[config.mk]
export PLATFORM = sky130hd
export DESIGN_NAME = fetch_unit_flat
export DESIGN_NICKNAME = d
export VERILOG_FILES = /design/src/rtl/fetch_unit_if.sv /design/src/rtl/fetch_unit.sv /design/src/flat_wrapper.sv
export SDC_FILE = /design/constraint.sdc
export NUM_CORES = 1
export LEC_CHECK = 0
export CORE_UTILIZATION = 25
export DETAILED_ROUTE_END_ITERATION = 7
export MAX_ROUTING_LAYER = met4
export PLACE_DENSITY_LB_ADDON = 0.2
export SLEW_MARGIN = 20
export SYNTH_ARGS = -nofsm -noshare
export SYNTH_HDL_FRONTEND = slang
export SYNTH_SLANG_ARGS = --single-unit
[constraint.sdc]
create_clock -name clk -period 6.2 [get_ports clk]
set_clock_uncertainty 0.2 [all_clocks]
set_input_delay 1.24 -clock clk [delete_from_list [all_inputs] [get_ports clk]]
set_output_delay 1.24 -clock clk [all_outputs]
set_load 0.05 [all_outputs]
[src/rtl/fetch_unit_if.sv]
// Fetch unit bus: imem request/response, redirect and decode handshake.
// master = fetch unit side, slave = memory/pipeline side.
interface fetch_unit_if #(
    parameter int unsigned ADDR_WIDTH = 32,
    parameter int unsigned DATA_WIDTH = 32
);
    logic                  imem_req_valid;
    logic                  imem_req_ready;
    logic [ADDR_WIDTH-1:0] imem_req_addr;
    logic                  imem_rsp_valid;
    logic [DATA_WIDTH-1:0] imem_rsp_data;
    logic                  redirect;
    logic [ADDR_WIDTH-1:0] redirect_pc;
    logic                  instr_valid;
    logic                  instr_ready;
    logic [DATA_WIDTH-1:0] instr;
    logic [ADDR_WIDTH-1:0] instr_pc;

    modport master (
        output imem_req_valid, imem_req_addr,
        output instr_valid, instr, instr_pc,
        input  imem_req_ready, imem_rsp_valid, imem_rsp_data,
        input  redirect, redirect_pc, instr_ready
    );

    modport slave (
        input  imem_req_valid, imem_req_addr,
        input  instr_valid, instr, instr_pc,
        output imem_req_ready, imem_rsp_valid, imem_rsp_data,
        output redirect, redirect_pc, instr_ready
    );
endinterface

[src/rtl/fetch_unit.sv]
// Instruction fetch: one outstanding imem request, 2-entry buffer
// toward decode; a redirect flushes the buffer and restarts fetch.
module fetch_unit #(
    parameter int unsigned           ADDR_WIDTH = 32,
    parameter int unsigned           DATA_WIDTH = 32,
    parameter logic [ADDR_WIDTH-1:0] RESET_PC   = '0
) (
    input logic          clk,
    input logic          rst,
    fetch_unit_if.master bus
);
    typedef enum logic [1:0] {S_REQ, S_WAIT, S_KILL} state_e;

    state_e                state_q, state_d;
    logic [ADDR_WIDTH-1:0] pc_q, pc_d;
    logic [ADDR_WIDTH-1:0] req_pc_q, req_pc_d;
    logic [1:0]            cnt_q, cnt_d;
    logic [DATA_WIDTH-1:0] dat_q [2];
    logic [DATA_WIDTH-1:0] dat_d [2];
    logic [ADDR_WIDTH-1:0] bpc_q [2];
    logic [ADDR_WIDTH-1:0] bpc_d [2];
    logic                  req_fire;
    logic                  push;
    logic                  pop;

    always_ff @(posedge clk or posedge rst) begin
        if (rst) state_q <= S_REQ;
        else     state_q <= state_d;
    end

    always_comb begin
        state_d = state_q;
        unique case (state_q)
            S_REQ:  if (req_fire) state_d = S_WAIT;
            // a response always ends the transaction, killed or not
            S_WAIT: begin
                if (bus.imem_rsp_valid) state_d = S_REQ;
                else if (bus.redirect)  state_d = S_KILL;
            end
            S_KILL: if (bus.imem_rsp_valid) state_d = S_REQ;
            default: state_d = S_REQ;
        endcase
    end

    always_comb begin
        bus.imem_req_valid = 1'b0;
        bus.imem_req_addr  = pc_q;
        bus.instr_valid    = (cnt_q != 2'd0) && !bus.redirect;
        bus.instr          = '0;
        bus.instr_pc       = '0;
        push               = 1'b0;
        if (cnt_q != 2'd0) begin
            bus.instr    = dat_q[0];
            bus.instr_pc = bpc_q[0];
        end
        unique case (state_q)
            S_REQ:  bus.imem_req_valid = !rst && !bus.redirect
                                      && (cnt_q != 2'd2);
            S_WAIT: push = bus.imem_rsp_valid && !bus.redirect;
            default: ;
        endcase
    end

    assign req_fire = bus.imem_req_valid && bus.imem_req_ready;
    assign pop      = bus.instr_valid && bus.instr_ready;

    always_comb begin
        pc_d     = pc_q;
        req_pc_d = req_pc_q;
        cnt_d    = cnt_q;
        dat_d    = dat_q;
        bpc_d    = bpc_q;
        if (bus.redirect) begin
            pc_d  = {bus.redirect_pc[ADDR_WIDTH-1:2], 2'b00};
            cnt_d = '0;
        end else begin
            if (req_fire) begin
                pc_d     = pc_q + ADDR_WIDTH'(4);
                req_pc_d = pc_q;
            end
            // entry 0 is always the head; pops shift entry 1 down
            unique case ({push, pop})
                2'b10: begin
                    dat_d[cnt_q[0]] = bus.imem_rsp_data;
                    bpc_d[cnt_q[0]] = req_pc_q;
                    cnt_d           = cnt_q + 2'd1;
                end
                2'b01: begin
                    dat_d[0] = dat_q[1];
                    bpc_d[0] = bpc_q[1];
                    cnt_d    = cnt_q - 2'd1;
                end
                2'b11: begin
                    if (cnt_q == 2'd1) begin
                        dat_d[0] = bus.imem_rsp_data;
                        bpc_d[0] = req_pc_q;
                    end else begin
                        dat_d[0] = dat_q[1];
                        bpc_d[0] = bpc_q[1];
                        dat_d[1] = bus.imem_rsp_data;
                        bpc_d[1] = req_pc_q;
                    end
                end
                default: ;
            endcase
        end
    end

    always_ff @(posedge clk or posedge rst) begin
        if (rst) begin
            pc_q     <= RESET_PC;
            req_pc_q <= '0;
            cnt_q    <= '0;
            for (int i = 0; i < 2; i++) begin
                dat_q[i] <= '0;
                bpc_q[i] <= '0;
            end
        end else begin
            pc_q     <= pc_d;
            req_pc_q <= req_pc_d;
            cnt_q    <= cnt_d;
            dat_q    <= dat_d;
            bpc_q    <= bpc_d;
        end
    end
endmodule

[src/flat_wrapper.sv]
// flat-port wrapper written by rule: the top's interface ports become plain ports
module fetch_unit_flat 
#(
    parameter int unsigned           ADDR_WIDTH = 32,
    parameter int unsigned           DATA_WIDTH = 32,
    parameter logic [ADDR_WIDTH-1:0] RESET_PC   = '0
)
  (clk, rst, bus_imem_req_valid, bus_imem_req_addr, bus_instr_valid, bus_instr, bus_instr_pc, bus_imem_req_ready, bus_imem_rsp_valid, bus_imem_rsp_data, bus_redirect, bus_redirect_pc, bus_instr_ready);
  fetch_unit_if #(.ADDR_WIDTH(ADDR_WIDTH), .DATA_WIDTH(DATA_WIDTH)) bus_i ();
  input logic clk;
  input logic rst;
  output wire logic [$bits(bus_i.imem_req_valid)-1:0] bus_imem_req_valid;
  output wire logic [$bits(bus_i.imem_req_addr)-1:0] bus_imem_req_addr;
  output wire logic [$bits(bus_i.instr_valid)-1:0] bus_instr_valid;
  output wire logic [$bits(bus_i.instr)-1:0] bus_instr;
  output wire logic [$bits(bus_i.instr_pc)-1:0] bus_instr_pc;
  input wire logic [$bits(bus_i.imem_req_ready)-1:0] bus_imem_req_ready;
  input wire logic [$bits(bus_i.imem_rsp_valid)-1:0] bus_imem_rsp_valid;
  input wire logic [$bits(bus_i.imem_rsp_data)-1:0] bus_imem_rsp_data;
  input wire logic [$bits(bus_i.redirect)-1:0] bus_redirect;
  input wire logic [$bits(bus_i.redirect_pc)-1:0] bus_redirect_pc;
  input wire logic [$bits(bus_i.instr_ready)-1:0] bus_instr_ready;
  assign bus_imem_req_valid = bus_i.imem_req_valid;
  assign bus_imem_req_addr = bus_i.imem_req_addr;
  assign bus_instr_valid = bus_i.instr_valid;
  assign bus_instr = bus_i.instr;
  assign bus_instr_pc = bus_i.instr_pc;
  assign bus_i.imem_req_ready = bus_imem_req_ready;
  assign bus_i.imem_rsp_valid = bus_imem_rsp_valid;
  assign bus_i.imem_rsp_data = bus_imem_rsp_data;
  assign bus_i.redirect = bus_redirect;
  assign bus_i.redirect_pc = bus_redirect_pc;
  assign bus_i.instr_ready = bus_instr_ready;
  fetch_unit #(.ADDR_WIDTH(ADDR_WIDTH), .DATA_WIDTH(DATA_WIDTH), .RESET_PC(RESET_PC)) u_core (.clk(clk), .rst(rst), .bus(bus_i));
endmodule
Word-level counts from Yosys, hierarchy flattened

Cells that the tools add are included.

Input port bits: 70
Output and inout bits: 98
Bits in registers: 196
Logic and storage cells: 70

Multiplexer cells: 25
Equal/unequal tests: 11
Bitwise logic cells: 2
$lt $le $gt $ge: 2
Reduce and logical (&&, ||, !) cells: 19
Add/sub/neg operators: 3

Operators by type and width:

| kind                    | number |
|---|---|
| $mux W32                | 9 |
| $pmux W32 S3            | 2 |
| $bwmux W64              | 2 |
| $pmux W32 S2            | 2 |
| $add A32 B3 Y32 const B | 1 |
| $demux W32 S1           | 1 |
| $mux W2                 | 5 |
| $logic_and A1 B1 Y1     | 7 |
| $eq A2 B1 Y1 const B    | 3 |
| $eq A2 B2 Y1 const B    | 3 |
| $ne A2 B2 Y1 const B    | 3 |
| $pmux W2 S3             | 1 |
| $reduce_and A3 Y1       | 2 |
| $reduce_bool A2 Y1      | 3 |
| $reduce_bool A3 Y1      | 2 |
| $pmux W2 S2             | 1 |
| $reduce_and A2 Y1       | 2 |
| $ne A3 B3 Y1 const B    | 1 |
| $add A2 B1 Y2 const B   | 1 |
| $ge A2 B2 Y1 const B    | 1 |
| $logic_not A1 Y1        | 2 |
| $logic_not A2 Y1        | 1 |
| $lt A2 B1 Y1 const B    | 1 |
| $mux W1                 | 2 |
| 4 further kinds         | 4 |

Logic depth before layout (Yosys ltp)

Gate-level depths: netlist of the first run.

Depth in word-level cells: 7
Depth in mapped cells: 9
Gate-level depth less buffers: 7

Worst setup path after synthesis of the first run

No wires, ideal clock.

Kind: input port to output port
Start point: in bus_redirect
End point: out bus_imem_req_valid
Buffers on the path: 1
Stages: 3
Arrival: 3,188 ps
Setup slack: 1,572 ps
Required time: 4,760 ps
Cells stage by stage: clkbuf_1 > nor2_1 > nor4b_1

Word-level cells in the longest chain between the ends: 4

RTL lines:

| item                | line               | source |
|---|---|---|
| start: declaration  | flat_wrapper.sv:20 | `input wire logic [$bits(bus_i.redirect)-1:0] bus_redirect;` |
| $logic_not A1 Y1    | fetch_unit.sv:57   | `S_REQ: bus.imem_req_valid = !rst && !bus.redirect` |
| $logic_and A1 B1 Y1 | fetch_unit.sv:57   |  |
| $logic_and A1 B1 Y1 | fetch_unit.sv:58   | `&& (cnt_q != 2'd2);` |
| $mux W1             | fetch_unit.sv:56   | `unique case (state_q)` |
| end: declaration    | flat_wrapper.sv:12 | `output wire logic [$bits(bus_i.imem_req_valid)-1:0] bus_imem_req_valid;` |

Every way passes these cells.

Worst setup path in the final report of the first run

Same ends and word-level chain as after synthesis.

==> results of run 1 <==
## cell usage in the layout (no fill, tap or decap), drive strengths merged, types with 2 or more instances in the layout
cell	count
nor3	6
a221oi	58
o311ai	15
a221o	2
a31o	3
clkinvlp	4
and3	8
nor2b	63
conb	2
o22ai	6
o21ai	16
xor2	2
or3	2
nand4	13
dfrtp	189
nand3	16
nor2	130
nand2	131
o211ai	15
a31oi	4
mux2	63
clkdlybuf4s50	163
nand3b	2
ha	4
buf	12
inv	17
and2	5
xnor2	2
a21oi	10
clkbuf	19
## routing by layer
layer,up-vias,part of all wire [%],GRT usage [%]
met5,-,0,-
met4,0,0.58,2.93
met3,11,4.7,2.93
met2,172,43,20.8
met1,3242,52,20.8
li1,3255,-,-
## metrics by stage
stage / power, mW / utilization, % / hold WS [ns] / area (um2) / cells
floorplan: 2.29 / - / 0.245 / 8600 / 850
global placement: 2.59 / 31.8 / 0.263 / 10700 / 1414
detailed placement: 2.60 / 31.8 / 0.264 / 10700 / 1414
CTS: 3.71 / 33.5 / 0.285 / 11300 / 1445
global route: 3.87 / 33.5 / 0.307 / 11300 / 1445
finish: 3.66 / 33.5 / 0.282 / 11300 / 1445
## critical path: stages
cell,delay (ns)
clkdlybuf4s50_1,0.59
nor2_1,0.27
nor4b_1,0.32
clkdlybuf4s50_1,0.87
## synth_stat cells (2+ instances only)
library cell / number / share of area [%]
nor2_1: 130 / 5.7
mux2_2: 63 / 8.3
o22ai_1: 6 / 0.44
and2_1: 5 / 0.36
buf_2: 2 / 0.12
ha_1: 4 / 0.58
o21ai_0: 15 / 0.87
a21oi_1: 10 / 0.58
a221oi_1: 58 / 5.9
or3_1: 2 / 0.15
xor2_1: 2 / 0.20
nand2_1: 131 / 5.7
o311ai_0: 14 / 1.4
xnor2_1: 2 / 0.20
nand3_1: 16 / 0.93
nor3_1: 6 / 0.35
a221o_1: 2 / 0.23
clkbuf_1: 50 / 2.2
a31oi_1: 4 / 0.29
nand3b_1: 2 / 0.17
nor2b_1: 63 / 4.6
nand4_1: 13 / 0.95
o211ai_1: 15 / 1.3
a31o_2: 3 / 0.31
inv_1: 11 / 0.48
buf_4: 3 / 0.26
dfrtp_1: 189 / 55
and3_1: 8 / 0.58
buf_1: 4 / 0.17
## worst max path at each step
stage | to | slack, ns | cells after the start
after floorplan | bus_imem_req_valid | 1.57 | 3
after global placement | bus_imem_req_valid | 1.40 | 4
after detailed placement | bus_imem_req_valid | 1.40 | 4
after CTS | bus_imem_req_valid | 1.40 | 4
after global routing | bus_instr_pc[0] | 1.33 | 5
final | bus_imem_req_valid | 1.46 | 4
## final cells by class
| class | count | area (um2) | share of cell area, % |
|---|---|---|---|
| timing repair buffer | 175 | 1730 | 15.4 |
| tap | 448 | 561 | 4.97 |
| sequential | 189 | 4730 | 41.9 |
| clock inverter | 12 | 128 | 1.13 |
| clock buffer | 19 | 443 | 3.93 |
| inverter | 11 | 45.0 | 0.399 |
| multi-input combinational | 591 | 3640 | 32.3 |
## cells by family (layout without fill, tap and decap cells)
logic type	Yosys count	after routing
adders and majority gates	4	4
and+or+nand+nor	384	384
xor gates and xnor gates	4	4
AOI/OAI and AO/OA	133	133
muxes	64	64
other	1	2
buffers and inverters	70	217
DFF	189	189
## state kept, by name (all words and copies together), names as in the netlist
register	cells
u_core.state_q	2
u_core.bpc_q	61
u_core.req_pc_q	30
u_core.dat_q	64
u_core.bus.imem_req_addr	30
u_core.cnt_q	2
## power breakdown
part | total [mW] | switching [mW] | internal, mW
sequential | 1.72 | 0.196 | 1.53
combinational | 0.839 | 0.471 | 0.368
clock | 1.09 | 0.517 | 0.576
total | 3.66 | 1.18 | 2.47
==> flow_summary_export.csv, run 1 <==
group,metric,value,unit
run_status,status,"completed",
critical_path,startpoint_type,"primary input",
clocking,hold_buffers,0,
worst_hold_path,holdPathEnd,"u_core.bpc_q[33]$_DFFE_PP0P_",
logic_synthesis,synth_compound_gate_area_share,11.9,%
routing,drt_iter0_drc,435,
timing,hold_violations,0,
logic_synthesis,ys_seq_elements,189,
cells_and_area,nets,1059,
floorplan,coreArea,33700,um2
critical_path,r2r_cells,7,
routing,num_vias,6680,
global_routing,antenna_found_initial,0,
logic_synthesis,synth_cell_type_count,45,
floorplan,start_util,25.5,%
routing,drt_first_pass_iters,4,
clocking,cts_tree,"built",
timing,post-route-period-util,76.4,%
cells_and_area,fillers,3538,
cells_and_area,drive_above_1_share,11.9,%
logic_synthesis,ys_warn_count,0,
routing,routed_via_density,4.62,
timing,maxSlewHeadroom,29.8,%
worst_hold_path,hp-class,"reg -> reg",
logic_synthesis,synth-main-ff-cell,"dfrtp_1",
timing,fmax,211,MHz
global_routing,first_global_vias,6679,
worst_hold_path,holdPathStages,1,
critical_path,path_class,"in -> out",
logic_synthesis,synth_mux_area_share,8.38,%
floorplan,dieArea,35100,um2
clocking,cts.repair.resized,0,
job,drv_cap,0,
critical_path,startpoint,"bus_redirect",
timing,fin_crit,4.74,ns
floorplan,ioPinCount,168,
clocking,clk_pin_slew_worst_paths,0.07,ns
logic_synthesis,async_flop_share,100,%
clocking,cts-htree-levels,4,
critical_path,path_max_fanout,5,
timing,setup_tns,0,ns
global_routing,track_usage,14.4,%
timing,rsz0062_at_grt,"false",
worst_hold_path,worstHoldStart,"u_core.bpc_q[33]$_DFFE_PP0P_",
global_routing,overflow,0,
logic_synthesis,synth_edf_count,0,
logic_synthesis,syn_inst,849,
routing,ant_nets,0,
placed_design,place_congestion,0.821,
logic_synthesis,netlist_area,8590,um2
floorplan,num_rows,67,
routing,drc,0,
clocking,clk_latency,0.43,ns
cells_and_area,n_antenna_cell,0,
logic_synthesis,synth_area_per_cell,10.1,um2
clocking,post-cts-setup-buffers,0,
timing,worst_slack,1.46,ns
floorplan,die_h,187,um
placed_design,io_buffers,163,
timing,final_max_slew_viol_count,0,
timing,tightestPinTransition,1.05,ns
logic_synthesis,synth-seq-area-share,55.1,%
logic_synthesis,synthSimpleGateAreaFrac,20.4,%
global_routing,grt_first_pass_wirelength,38.9,mm
placed_design,place_ws,1.40,ns
timing,setup_viol,0,
logic_synthesis,yosys.area_share.adder,0.583,%
routing,drt_wl_total,23.9,mm
cells_and_area,syn2layout_area_growth,31.4,%
logic_synthesis,synth_top_family_by_area,"simple AND/OR/NAND/NOR gates",
critical_path,end_kind,"output pin",
global_routing,grt_max_degree,157,
critical_path,rr_startpoint,"u_core.cnt_q[0]$_DFFE_PP0P_",
clocking,cts_buffers,17,
logic_synthesis,synth_xor_area_share,0.408,%
critical_path,r2r-end,"u_core.bpc_q[20]$_DFFE_PP0P_",
routing,post_drt_wl_per_cell,16.6,um
clocking,cts_root_buf,"clkbuf_16",
power_and_ir_drop,power_density,324,nW/um2
critical_path,required,4.76,ns
power_and_ir_drop,p_leak,4.74,nW
clocking,ctsLongestPathBuffers,2,
power_and_ir_drop,peakVddDrop,0.000206,V
clocking,cts_sinks,189,
critical_path,critPathArrivalTime,3.30,ns
critical_path,reg2reg_slack,2.21,ns
placed_design,dp_hpwl,15.6,mm
floorplan,chipWidth,187,um
(Power assumes the default switching activity.)
==> run 2: changes to the inputs <==
==> constraint.sdc (replaced) <==
create_clock -name clk -period 4.73 [get_ports clk]
set_clock_uncertainty 0.2 [all_clocks]
set_input_delay 0.946 -clock clk [delete_from_list [all_inputs] [get_ports clk]]
set_output_delay 0.946 -clock clk [all_outputs]
set_load 0.05 [all_outputs]
==> run 2 against run 1 <==
  * Clock-buffer cell count decreased by 1
  * Worst hold slack about the same
  * First-iteration DRC count decreased by 11%
  * Sequential power increased by 31%
==> flow_summary_export.csv, run 2 (synthesized netlist as in run 1, its figures left out) <==
group,metric,value,unit
clocking,cts_tree,"built",
clocking,ctsLongestPathBuffers,2,
timing,hold_violations,0,
critical_path,cp_slowest_cell,"clkdlybuf4s50_1",
floorplan,die_h,187,um
clocking,clk_latency,0.43,ns
global_routing,track_usage,14.6,%
timing,maxSlewHeadroom,34.6,%
clocking,post-cts-setup-buffers,0,
routing,ant_nets,0,
routing,drt_iter0_drc,386,
timing,fin_crit,4.09,ns
critical_path,critPathArrivalTime,2.95,ns
routing,drc,0,
global_routing,antenna_found_initial,0,
critical_path,path_max_fanout,41,
timing,fmax,244,MHz
routing,drt_wl_total,24.2,mm
global_routing,grt_max_degree,74,
floorplan,chipWidth,187,um
timing,rsz0062_at_grt,"false",
run_status,status,"completed",
routing,num_vias,6790,
power_and_ir_drop,peakVddDrop,0.000256,V
clocking,cts_buffers,17,
critical_path,critical-path-max-stage-delay,0.85,ns
clocking,cts.repair.resized,0,
timing,post-route-period-util,86.5,%
cells_and_area,fin_util,33.8,%
clocking,hold_buffers,0,
job,drv_cap,0,
clocking,cts-htree-levels,4,
clocking,clk_pin_slew_worst_paths,0.07,ns
cells_and_area,syn2layout_area_growth,32.8,%
floorplan,num_rows,67,
cells_and_area,layout_common_cells,"dfrtp_1 (189), clkdlybuf4s50_1 (161), nand2_1 (131)",
global_routing,first_global_vias,6910,
timing,setup_viol,0,
floorplan,coreArea,33700,um2
placed_design,placed_cells,1420,
placed_design,io_buffers,163,
cells_and_area,n_antenna_cell,0,
timing,tightestPinTransition,0.980,ns
critical_path,cp_top_family,"buffers and inverters",
clocking,cts_sinks,189,
floorplan,start_util,25.5,%
global_routing,overflow,0,
critical_path,end_kind,"output pin",
cells_and_area,final_common_cell,"dfrtp_1",
critical_path,required,3.58,ns
critical_path,startpoint_type,"register",
routing,routed_via_density,4.68,
power_and_ir_drop,power_density,427,nW/um2
placed_design,dp_hpwl,16.0,mm
timing,fin_hold_ws,0.281,ns
routing,drt_first_pass_iters,4,
critical_path,path_buf_inv,3,
cells_and_area,max_flop_register,"u_core.dat_q",
cells_and_area,multi_input_area,3640,um2
critical_path,crit_path_cell_trace,"inv_1 > ha_2 > buf_12 > nor2b_1 > clkdlybuf4s50_1",
cells_and_area,fin_area,11400,um2
routing,post_drt_wl_per_cell,16.7,um
cells_and_area,reg_top3,"u_core.dat_q x64, u_core.bpc_q x61",
cells_and_area,largest_reg_flops,64,
global_routing,grt_first_pass_wirelength,39.4,mm
placed_design,dpl-instance-area,10800,um2
power_and_ir_drop,p_leak,4.82,nW
clocking,cts_root_buf,"clkbuf_16",
cells_and_area,nets,1065,
cells_and_area,finalNonFillerCells,1452,
critical_path,path_class,"reg -> out",
timing,final_max_slew_viol_count,0,
timing,setup_tns,0,ns
cells_and_area,final-seq-area,4730,um2
worst_hold_path,hp-class,"reg -> reg",
cells_and_area,drive_above_1_share,12.7,%
floorplan,dieArea,35100,um2
placed_design,place_congestion,0.841,
floorplan,ioPinCount,168,
cells_and_area,fillers,3511,
==> run 2: changes by cell type in the layout (fill, tap and decap cells not counted), sizes merged <==
cell / delta
buf: +8
clkinv: +4
clkdlybuf4s50: -2
clkinvlp: -2
bufinv: +1
clkbuf: -1
inv: -1
==> run 2: path summary, 6_finish.rpt <==
| kind | from | end | slack (ns) | cells past startpoint |
|---|---|---|---|---|
| setup / recovery | u_core.cnt_q[0]$_DFFE_PP0P_ | bus_instr_pc[12] | 0.64 | 5 |
| hold / removal | u_core.bpc_q[33]$_DFFE_PP0P_ | u_core.bpc_q[33]$_DFFE_PP0P_ | 0.28 | 1 |
| setup reg to reg | u_core.cnt_q[0]$_DFFE_PP0P_ | u_core.bpc_q[17]$_DFFE_PP0P_ | 1.27 | 8 |
| hold reg to reg | u_core.bpc_q[33]$_DFFE_PP0P_ | u_core.bpc_q[33]$_DFFE_PP0P_ | 0.28 | 1 |
| max in group asynchronous | rst | u_core.bpc_q[56]$_DFFE_PP0P_ | 2.47 | 4 |
| min in group asynchronous | rst | u_core.bus.imem_req_addr[11]$_DFFE_PP0P_ | 0.90 | 3 |
==> run 2: power by group <==
group	internal, mW	switching, mW	total, mW
Sequential	2.00	0.258	2.26
Clock	0.804	0.688	1.49
Combinational	0.491	0.624	1.11
==> run 2: area by class of cell <==
class / count / share of cell area, %
Clock inverter: 14 / 1.56
Timing Repair Buffer: 181 / 16.0
Multi-Input combinational cell: 591 / 31.9
Inverter: 11 / 0.395
Sequential cell: 189 / 41.5
Tap cell: 448 / 4.91
Clock buffer: 18 / 3.76
==> run 2: routing by layer <==
| layer | part of all wire (%) | global-route usage, % |
|---|---|---|
| met1 | 52 | 20.8 |
| met2 | 43 | 21.2 |
| met3 | 4.0 | 2.63 |
| met4 | 1.0 | 3.66 |
| met5 | 0 | - |
==> run 2: metrics by stage <==
| step | setup WS (ns) | total power, mW |
|---|---|---|
| 4_1_cts | 0.561 | 4.95 |
| 5_1_grt | 0.504 | 5.16 |
| 6_report | 0.638 | 4.87 |
| 3_3_place_gp | 0.974 | 3.40 |
| 2_1_floorplan | 0.690 | 3.01 |
| 3_5_place_dp | 0.887 | 3.43 |
